===== config.mk =====
export PLATFORM = sky130hd
export DESIGN_NAME = reg_write_arbiter
export DESIGN_NICKNAME = d
export VERILOG_FILES = /design/src/rtl/reg_write_arbiter.sv
export SDC_FILE = /design/constraint.sdc
export NUM_CORES = 1
export LEC_CHECK = 0
export ABC_AREA = 1
export CORE_UTILIZATION = 45
export CTS_BUF_LIST = sky130_fd_sc_hd__clkbuf_4 sky130_fd_sc_hd__clkbuf_8
export CTS_CLUSTER_SIZE = 28
export DETAILED_ROUTE_END_ITERATION = 7
export PLACE_DENSITY = 0.91
export SYNTH_ARGS = -nofsm -noshare
export SYNTH_HDL_FRONTEND = slang
export SYNTH_SLANG_ARGS = --single-unit

===== constraint.sdc =====
create_clock -name clk -period 2.9 [get_ports clk]
set_input_delay 0.58 -clock clk [delete_from_list [all_inputs] [get_ports clk]]
set_output_delay 0.58 -clock clk [all_outputs]
set_load 0.01 [all_outputs]

===== src/rtl/reg_write_arbiter.sv =====
// reg_write_arbiter: round-robin two-requester write sequencer for a register bank with registered one-hot write flags
module reg_write_arbiter #(
  parameter int NREGS   = 8,
  parameter int ADDR_W  = 3,
  parameter int ZERO_R0 = 1
) (
  input  logic              clk,
  input  logic              rst_n,
  input  logic              req0,
  input  logic [ADDR_W-1:0] addr0,
  input  logic [15:0]       data0,
  output logic              ack0,
  input  logic              req1,
  input  logic [ADDR_W-1:0] addr1,
  input  logic [15:0]       data1,
  output logic              ack1,
  output logic [NREGS-1:0]  w_flag,
  output logic [15:0]       w_data,
  output logic              grant_id,
  output logic              err
);
  typedef enum logic {IDLE, ISSUE} state_t;
  state_t state, state_n;
  logic pri, pri_n, win, eff0, eff1, hit;
  logic [ADDR_W-1:0] addr_w;
  logic [15:0] data_w;
  logic [NREGS-1:0] flag_n;
  // grant_id is refreshed on every issue, so it names the requester being acked
  assign ack0 = (state == ISSUE) & ~grant_id;
  assign ack1 = (state == ISSUE) & grant_id;
  always_comb begin
    eff0 = req0 & ~ack0;
    eff1 = req1 & ~ack1;
    win = (eff0 & eff1) ? pri : eff1;
    state_n = (eff0 | eff1) ? ISSUE : IDLE;
    pri_n = (state_n == ISSUE) ? ~win : pri;
    addr_w = win ? addr1 : addr0;
    data_w = win ? data1 : data0;
    flag_n = '0;
    hit = 1'b0;
    for (int i = 0; i < NREGS; i++)
      if (addr_w == i[ADDR_W-1:0]) begin
        hit = 1'b1;
        flag_n[i] = !(ZERO_R0 != 0 && i == 0);
      end
  end
  always_ff @(posedge clk)
    if (!rst_n) begin
      state <= IDLE;
      pri <= 1'b0;
      grant_id <= 1'b0;
      w_flag <= '0;
      w_data <= '0;
      err <= 1'b0;
    end else begin
      state <= state_n;
      pri <= pri_n;
      w_flag <= (state_n == ISSUE) ? flag_n : '0;
      err <= (state_n == ISSUE) & ~hit;
      if (state_n == ISSUE) grant_id <= win;
      if (state_n == ISSUE && |flag_n) w_data <= data_w;
    end
endmodule


[Yosys cells after proc, flatten, opt, wreduce, memory -nomap -nowiden]
Cells that the tools add are included.
Word-level totals
  register bits after elaboration: 28
  output and inout bits: 28
  bits of input ports: 42
  logic and storage cells: 49
Cells by class
  bitwise gates (word level): 12
  mux-type cells: 19
  eq/ne operators: 7
  reductions and logical operators: 4
Operator list (number)
  2-to-1 mux 1 bit: 17
  2-to-1 mux 16 bit: 1
  == test 3 bit, second input constant: 4
  OR reduction 7 bit: 1
  bitwise AND 1 bit: 6
  == test 3 x 2 -> 1 bit, second input constant: 2
  inverter 1 bit: 5
  == test 3 x 1 -> 1 bit, second input constant: 1
  zero test 3 bit: 1
  2-to-1 mux 3 bit: 1
  AND reduction 2 bit: 1
  logical AND 1 bit: 1
  bitwise OR 1 bit: 1

[Depth between registers and ports, before layout]
Gate-level depths: netlist of the first run.
  depth in word-level cells: 18
  depth in mapped cells: 13
  gate-level depth less buffers: 11

[Least setup slack after synthesis of the first run]
Ideal clock, no wire load.
  path kind: input -> register
  start point: input req1
  end point: register w_data[0]
  arrival time: 1.480 ns
  path buffers: 2
  library setup time: 0.115 ns
  data required time: 2.785 ns
  slack: 1.305 ns
  stages: 11
  path through: inv_1 -> nor2_4 -> nand2_4 -> buf_12 -> nand2_4 -> nand2_4 -> nand3_4 -> buf_6 -> nand3_2 -> nand2_1 -> nor2_1
On the way
  longest elaborated chain between the ends: 8
  elaborated cells between the ends (all ways): 23
  classes of those cells: 7 x eq/ne; 11 x mux; 3 x bitwise; 2 x reduce/logical
Ends and longest elaborated chain
  from (decl): line 13  | input logic req1,
  bitwise AND 1 bit (*): line 33  | eff1 = req1 & ~ack1;
  bitwise AND 1 bit: line 34  | win = (eff0 & eff1) ? pri : eff1;
  2-to-1 mux 1 bit: line 34
  2-to-1 mux 3 bit: line 37  | addr_w = win ? addr1 : addr0;
  == test 3 x 1 -> 1 bit (tied with other cells): line 42  | if (addr_w == i[ADDR_W-1:0]) begin
  2-to-1 mux 1 bit: line 42
  OR reduction 7 bit: line 61  | if (state_n == ISSUE && |flag_n) w_data <= data_w;
  logical AND 1 bit: line 61
  to (signal assigned): line 61
  to (decl): line 18  | output logic [15:0] w_data,
Every way passes the cells marked *; elsewhere a longest branch is shown, timed or not.
A chain may end at the register's enable or synchronous reset.

[Final worst setup path of the first run]
  start point: input req0
  end point: register w_data[10]
On the way
  longest elaborated chain between the ends: 8
  elaborated cells between the ends (all ways): 23
  classes of those cells: 7 x eq/ne; 11 x mux; 3 x bitwise; 2 x reduce/logical
Ends and longest elaborated chain
  from (decl): line 9  | input logic req0,
  bitwise AND 1 bit (*): line 32  | eff0 = req0 & ~ack0;
  bitwise AND 1 bit: line 34
  2-to-1 mux 1 bit: line 34
  2-to-1 mux 3 bit: line 37
  == test 3 x 1 -> 1 bit (tied with other cells): line 42
  2-to-1 mux 1 bit: line 42
  OR reduction 7 bit: line 61
  logical AND 1 bit: line 61
Marks and branches as above.

==> run_results.csv, run 1 <==
group,metric,value,unit
sta,setup_violations,0,
routing,vias,1492,
logic_synthesis,netlist_instances,217,
pwr,powerDensity,418,mW/mm^2
worst_setup_path,worstSetupPathType,"in2reg",
clocking,numCtsBuffers,3,
sta,fin_crit_sh,73.8,%
worst_setup_path,arrival,2.41,ns
pwr,power,918,uW
logic_synthesis,synth.distinct_cells,22,
worst_setup_path,end_kind,"register",
final_layout,design_area,0.00219,mm^2
floorplan,core_area,0.00310,mm^2
placed_design,routabilityCongestion,0.848,
logic_synthesis,yosys_warnings,0,
min_path,min_path_cells,2,
worst_setup_path,worst_ep_required_time,3.18,ns
final_layout,ff_latch_area,541,um^2
floorplan,dieArea,0.00356,mm^2
final_layout,finalCoreUtilization,70.7,%
logic_synthesis,yosysTopAreaCell,"dfxtp_1",
clocking,ctsRootBufferMaster,"clkbuf_4",
grt,grt_start_max_net_pins,33,
clocking,postCtsHoldBufs,0,
logic_synthesis,ys_ff_latch,27,
final_layout,multi_input_area,737,um^2
worst_setup_path,cp_common_cell,"nand2_1",
routing,drc,0,
clocking,cts.htree.levels,1,
floorplan,die_height,59.7,um
sta,grt_setup_unrepaired,"false",
worst_setup_path,rr_worst_depth,10,
routing,wl_per_cell,10.4,um
min_path,min_from,"w_data[12]",
placed_design,io_buffers,68,
worst_setup_path,r2r_end,"w_data[10]",
logic_synthesis,synth_area_leaders,"dfxtp_1 36%, nand2_1 19%, nand3_2 9.4%",
sta,skew,0.0139,ns
floorplan,rows,20,
routing,drt_pass1_iterations,5,
grt,overflow,0,
final_layout,drive_gt1_share,11.4,%
pwr,leakagePower,0.00108,uW
sta,worstMarginPinSlew,0.522,ns
logic_synthesis,syn-cell-area,0.00150,mm^2
worst_setup_path,worstPathMaxFanout,32,
sta,fin_ws,0.761,ns
worst_setup_path,rr_startpoint,"grant_id",
floorplan,die_w,59.7,um
worst_setup_path,cpPeakStageDelay,0.52,ns
final_layout,num_antenna_cells,0,
sta,slew_violations,0,
grt,grt_pass1_vias,1395,
routing,ant_nets,0,
clocking,cts-resized-gates,0,
clocking,insertion_delay,0.34,ns
pwr,peakVddDrop,0.000272,V
logic_synthesis,avgSynthCellArea,6.90,um^2
logic_synthesis,netlist.area_leader.share,36.1,%
final_layout,n_fill_cell,264,
placed_design,hpwlAfterDp,2530,um
grt,grt_antenna_before_repair,0,
sta,hold_viol_final,0,
floorplan,start_util,48.2,%
worst_setup_path,worstSetupStartpointType,"primary input",
final_layout,syn2layout_area_growth,46.6,%
grt,grt_usage,21.3,%
routing,vias_per_cell,4.60,
routing,drtIter0Drc,35,
worst_setup_path,r2r_slack,0.96,ns
status,status,"complete, no violations",
placed_design,dp_slack,0.376,ns
sta,fmax,0.467,GHz
sta,relSlewSlack,65.1,%
min_path,holdPathEnd,"w_data[12]",
min_path,holdCritPathClass,"reg2reg",
sta,finalCriticalPeriod,2.14,ns
worst_setup_path,crit_slowest_cell,"clkdlybuf4s50_1",
clocking,ctsLongestPathBuffers,2,
worst_setup_path,path_cells,"clkdlybuf4s50_1, nand3_4, nand2_4, nand2_1, nand2_1, nand3_4, nand3_1, nand2_1, nor2_1",
final_layout,nets,323,
placed_design,placed_area,0.00217,mm^2
clocking,cts_sinks,27,
logic_synthesis,ys_seq_area_share,36.1,%
sta,tns,0,ns
clocking,post-cts-setup-buffer-count,0,
grt,grt_pass1_wl,5780,um
floorplan,io_pins,70,
routing,wirelength,3360,um
clocking,cts_tree,"built",
job,cap_violations,0,
clocking,path_clk_slew,0.13,ns
[stage by stage]
stage	hold WS (ns)	cells
after detailed placement	0.467	320
after global placement	0.462	320
after global routing	0.531	324
after floorplan	0.489	218
final	0.494	324
after CTS	0.500	324
[cell families (layout without fill, tap and decap cells)]
| group | count (synthesis) | count (layout) | share of synthesized area (%) |
|---|---|---|---|
| AOI/OAI and AO/OA | 18 | 18 | 6.19 |
| buffers and inverters | 44 | 106 | 14.9 |
| DFF | 27 | 27 | 36.1 |
| other | 1 | 2 | 0.251 |
| and+or+nand+nor | 127 | 127 | 42.6 |
[where the power goes]
group | internal (uW) | total, uW | switching (uW) | leakage [uW]
Sequential | 406 | 423 | 17.2 | 0.000223
Clock | 51.9 | 163 | 111 | 0.0000177
Combinational | 171 | 331 | 160 | 0.000843
[metal layers]
metal	vias up	global-route usage (%)	wire length [um]	part of all wire, %
met4	0	5.32	10	0.30
met1	654	25.2	1450	43
met5	-	0	0	0
met3	2	6.06	300	8.9
met2	55	37.6	1600	48
li1	781	-	-	-
[worst max-delay path by stage]
stage               slack [ns]  from          to
global placement          0.47  req0  w_data[13]
global route              0.60  req0  w_data[10]
finish                    0.76  req0  w_data[10]
detailed placement        0.38  req0   w_data[0]
floorplan                 1.30  req1   w_data[0]
CTS                       0.74  req0  w_data[10]
[critical path, delay by kind of cell]
kind	cells	cell delay [ns]
buf+inv	1	0.52
simple gates	8	1.30
[final cells by class]
cell class	count	share of cell area, %
Clock buffer	3	1.03
Clock inverter	1	0.228
Inverter	32	5.70
Multi-Input combinational cell	147	33.6
Sequential cell	27	24.6
Tap cell	44	2.51
Timing Repair Buffer	70	32.3
[cell usage after synthesis]
cell      number
nand2_1       76
nand3b_1       1
nand2_4        3
nand3_1        6
nand3_2       14
buf_4          2
nor2_4         1
nor3_1         1
inv_1         27
dfxtp_1       27
clkbuf_1       1
buf_12         1
nand2_2        1
inv_2          4
inv_6          1
nand3_4        2
conb_1         1
a211oi_1       1
buf_2          5
buf_6          3
a21oi_1       17
nor2_1        22
[flip-flops by register name, summed over array words and instances (netlist names)]
signal	cells
w_data	16
w_flag	7
err	1
grant_id	1
pri	1
state	1
[cell usage in the layout, fill, tap and decap left out, drive strengths merged]
| cell | count |
|---|---|
| nand3b | 1 |
| nor2 | 23 |
| nand3 | 22 |
| conb | 2 |
| nand2 | 80 |
| a21oi | 17 |
| clkbuf | 3 |
| inv | 32 |
| dfxtp | 27 |
| a211oi | 1 |
| clkdlybuf4s50 | 68 |
| nor3 | 1 |
| clkinv | 1 |
| buf | 2 |
Power figures use the tool's default switching activity.
==> inputs of run 2 (changes only) <==
--- a/config.mk
+++ b/config.mk
@@ -6,11 +6,11 @@
 export NUM_CORES = 1
 export LEC_CHECK = 0
 export ABC_AREA = 1
-export CORE_UTILIZATION = 45
+export CORE_UTILIZATION = 42
 export CTS_BUF_LIST = sky130_fd_sc_hd__clkbuf_4 sky130_fd_sc_hd__clkbuf_8
 export CTS_CLUSTER_SIZE = 28
 export DETAILED_ROUTE_END_ITERATION = 7
-export PLACE_DENSITY = 0.91
+export PLACE_DENSITY = 0.86
 export SYNTH_ARGS = -nofsm -noshare
 export SYNTH_HDL_FRONTEND = slang
 export SYNTH_SLANG_ARGS = --single-unit
==> constraint.sdc (replaced) <==
create_clock -name clk -period 2.1 [get_ports clk]
set_input_delay 0.42 -clock clk [delete_from_list [all_inputs] [get_ports clk]]
set_output_delay 0.42 -clock clk [all_outputs]
set_load 0.01 [all_outputs]
==> run 2 against run 1 <==
Critical endpoint is now ack1. Cell area up 2.2%. Die area up 6.9%. Register-to-register slack worse by 0.44 ns. Sequential share of layout area down 0.52 points.
==> run_results.csv, run 2 (synthesized netlist as in run 1, its figures left out) <==
group,metric,value,unit
final_layout,drive_gt1_share,12.7,%
clocking,post-cts-setup-buffer-count,0,
sta,finalCriticalPeriod,1.88,ns
clocking,postCtsHoldBufs,0,
routing,wirelength,3510,um
pwr,peakVddDrop,0.000353,V
clocking,numCtsBuffers,3,
worst_setup_path,worst_ep_required_time,1.68,ns
final_layout,syn2layout_area_growth,49.7,%
final_layout,finalCoreUtilization,66.6,%
clocking,ctsLongestPathBuffers,2,
clocking,cts-resized-gates,0,
pwr,leakagePower,0.00111,uW
grt,grt_pass1_vias,1445,
final_layout,final_cell_mix,"76 x nand2_1, 68 x clkdlybuf4s50_1, 27 x inv_1, 27 x dfxtp_1, 22 x nor2_1",
final_layout,final_common_cell,"nand2_1",
routing,vias,1510,
worst_setup_path,worstSetupStartpointType,"register",
routing,vias_per_cell,4.58,
worst_setup_path,arrival,1.46,ns
routing,drt_pass1_iterations,4,
floorplan,io_pins,70,
floorplan,die_height,61.7,um
sta,fmax,0.532,GHz
final_layout,largest_reg_flops,16,
pwr,powerDensity,575,mW/mm^2
grt,grt_usage,19.9,%
placed_design,routabilityCongestion,0.795,
worst_setup_path,end_kind,"primary output",
worst_setup_path,r2r_slack,0.52,ns
placed_design,io_buffers,68,
sta,grt_setup_unrepaired,"false",
clocking,cts.htree.levels,1,
grt,grt_antenna_before_repair,0,
sta,tns,0,ns
grt,grt_start_max_net_pins,20,
floorplan,start_util,44.5,%
worst_setup_path,worstSetupPathType,"reg2out",
clocking,cts_sinks,27,
clocking,insertion_delay,0.33,ns
routing,wl_per_cell,10.6,um
job,cap_violations,0,
sta,fin_crit_sh,89.5,%
clocking,cts_tree,"built",
floorplan,rows,21,
sta,slew_violations,0,
sta,skew,0.00374,ns
clocking,path_clk_slew,0.15,ns
routing,ant_nets,0,
status,status,"complete, no violations",
floorplan,die_w,61.7,um
worst_setup_path,worstPathMaxFanout,4,
floorplan,dieArea,0.00381,mm^2
routing,drtIter0Drc,88,
final_layout,nets,327,
grt,overflow,0,
floorplan,core_area,0.00336,mm^2
placed_design,hpwlAfterDp,2720,um
final_layout,reg.largest.list,"w_data: 16 flops, w_flag: 7 flops",
final_layout,num_antenna_cells,0,
grt,grt_pass1_wl,5640,um
clocking,ctsRootBufferMaster,"clkbuf_4",
final_layout,top_register,"w_data",
sta,setup_violations,0,
sta,hold_viol_final,0,
routing,drc,0,
min_path,holdCritPathClass,"reg2reg",
## run 2: cell types whose count changed in the layout (fill, tap and decap cells not counted)
cell	previous run	this run
buf_12	1	2
clkinvlp_4	0	1
clkinv_2	1	0
buf_4	1	4
## run 2: critical path: stages (launching register included)
cell	delay (ns)
dfxtp_1	0.42
nand2_1	0.09
inv_2	0.09
clkdlybuf4s50_1	0.54
## run 2: final timing paths
| kind | startpoint | to | depth (start not counted) |
|---|---|---|---|
| worst max-delay path | grant_id | ack1 | 3 |
| worst min-delay path | w_data[13] | w_data[13] | 2 |
| worst max register to register | grant_id | w_data[10] | 12 |
| worst min register to register | w_data[13] | w_data[13] | 2 |
## run 2: layer usage
layer | track usage (%) | vias to the layer above | share of wire (%)
li1 | - | 788 | -
met5 | 0 | - | 0
met3 | 5.80 | 4 | 8.8
met1 | 20.6 | 665 | 41
met4 | 4.76 | 0 | 0.85
met2 | 39.0 | 53 | 50
## run 2: stage by stage
| stage | total power, uW | hold slack (ns) | setup slack (ns) | cell area (um^2) | instances |
|---|---|---|---|---|---|
| 2_1_floorplan | 861 | 0.489 | 0.649 | 1500 | 218 |
| 3_3_place_gp | 1060 | 0.461 | 0.168 | 2210 | 326 |
| 3_5_place_dp | 1070 | 0.467 | 0.114 | 2210 | 326 |
| 4_1_cts | 1300 | 0.502 | 0.210 | 2240 | 330 |
| 5_1_grt | 1380 | 0.527 | 0.147 | 2240 | 330 |
| 6_report | 1290 | 0.498 | 0.221 | 2240 | 330 |
## run 2: report_power, final
group	internal (uW)	total [uW]	leakage (uW)	switching, uW
clock	73.0	236	0.0000139	163
combinational	247	469	0.000868	222
sequential	560	584	0.000223	23.9
## run 2: cell type report
class                      count  area (um^2)
multi-input combinational    147          737
sequential                    27          541
timing repair buffer          74          751
tap                           46         57.6
clock buffer                   3         22.5
clock inverter                 1         7.51
fill                         308         1120
inverter                      32          125
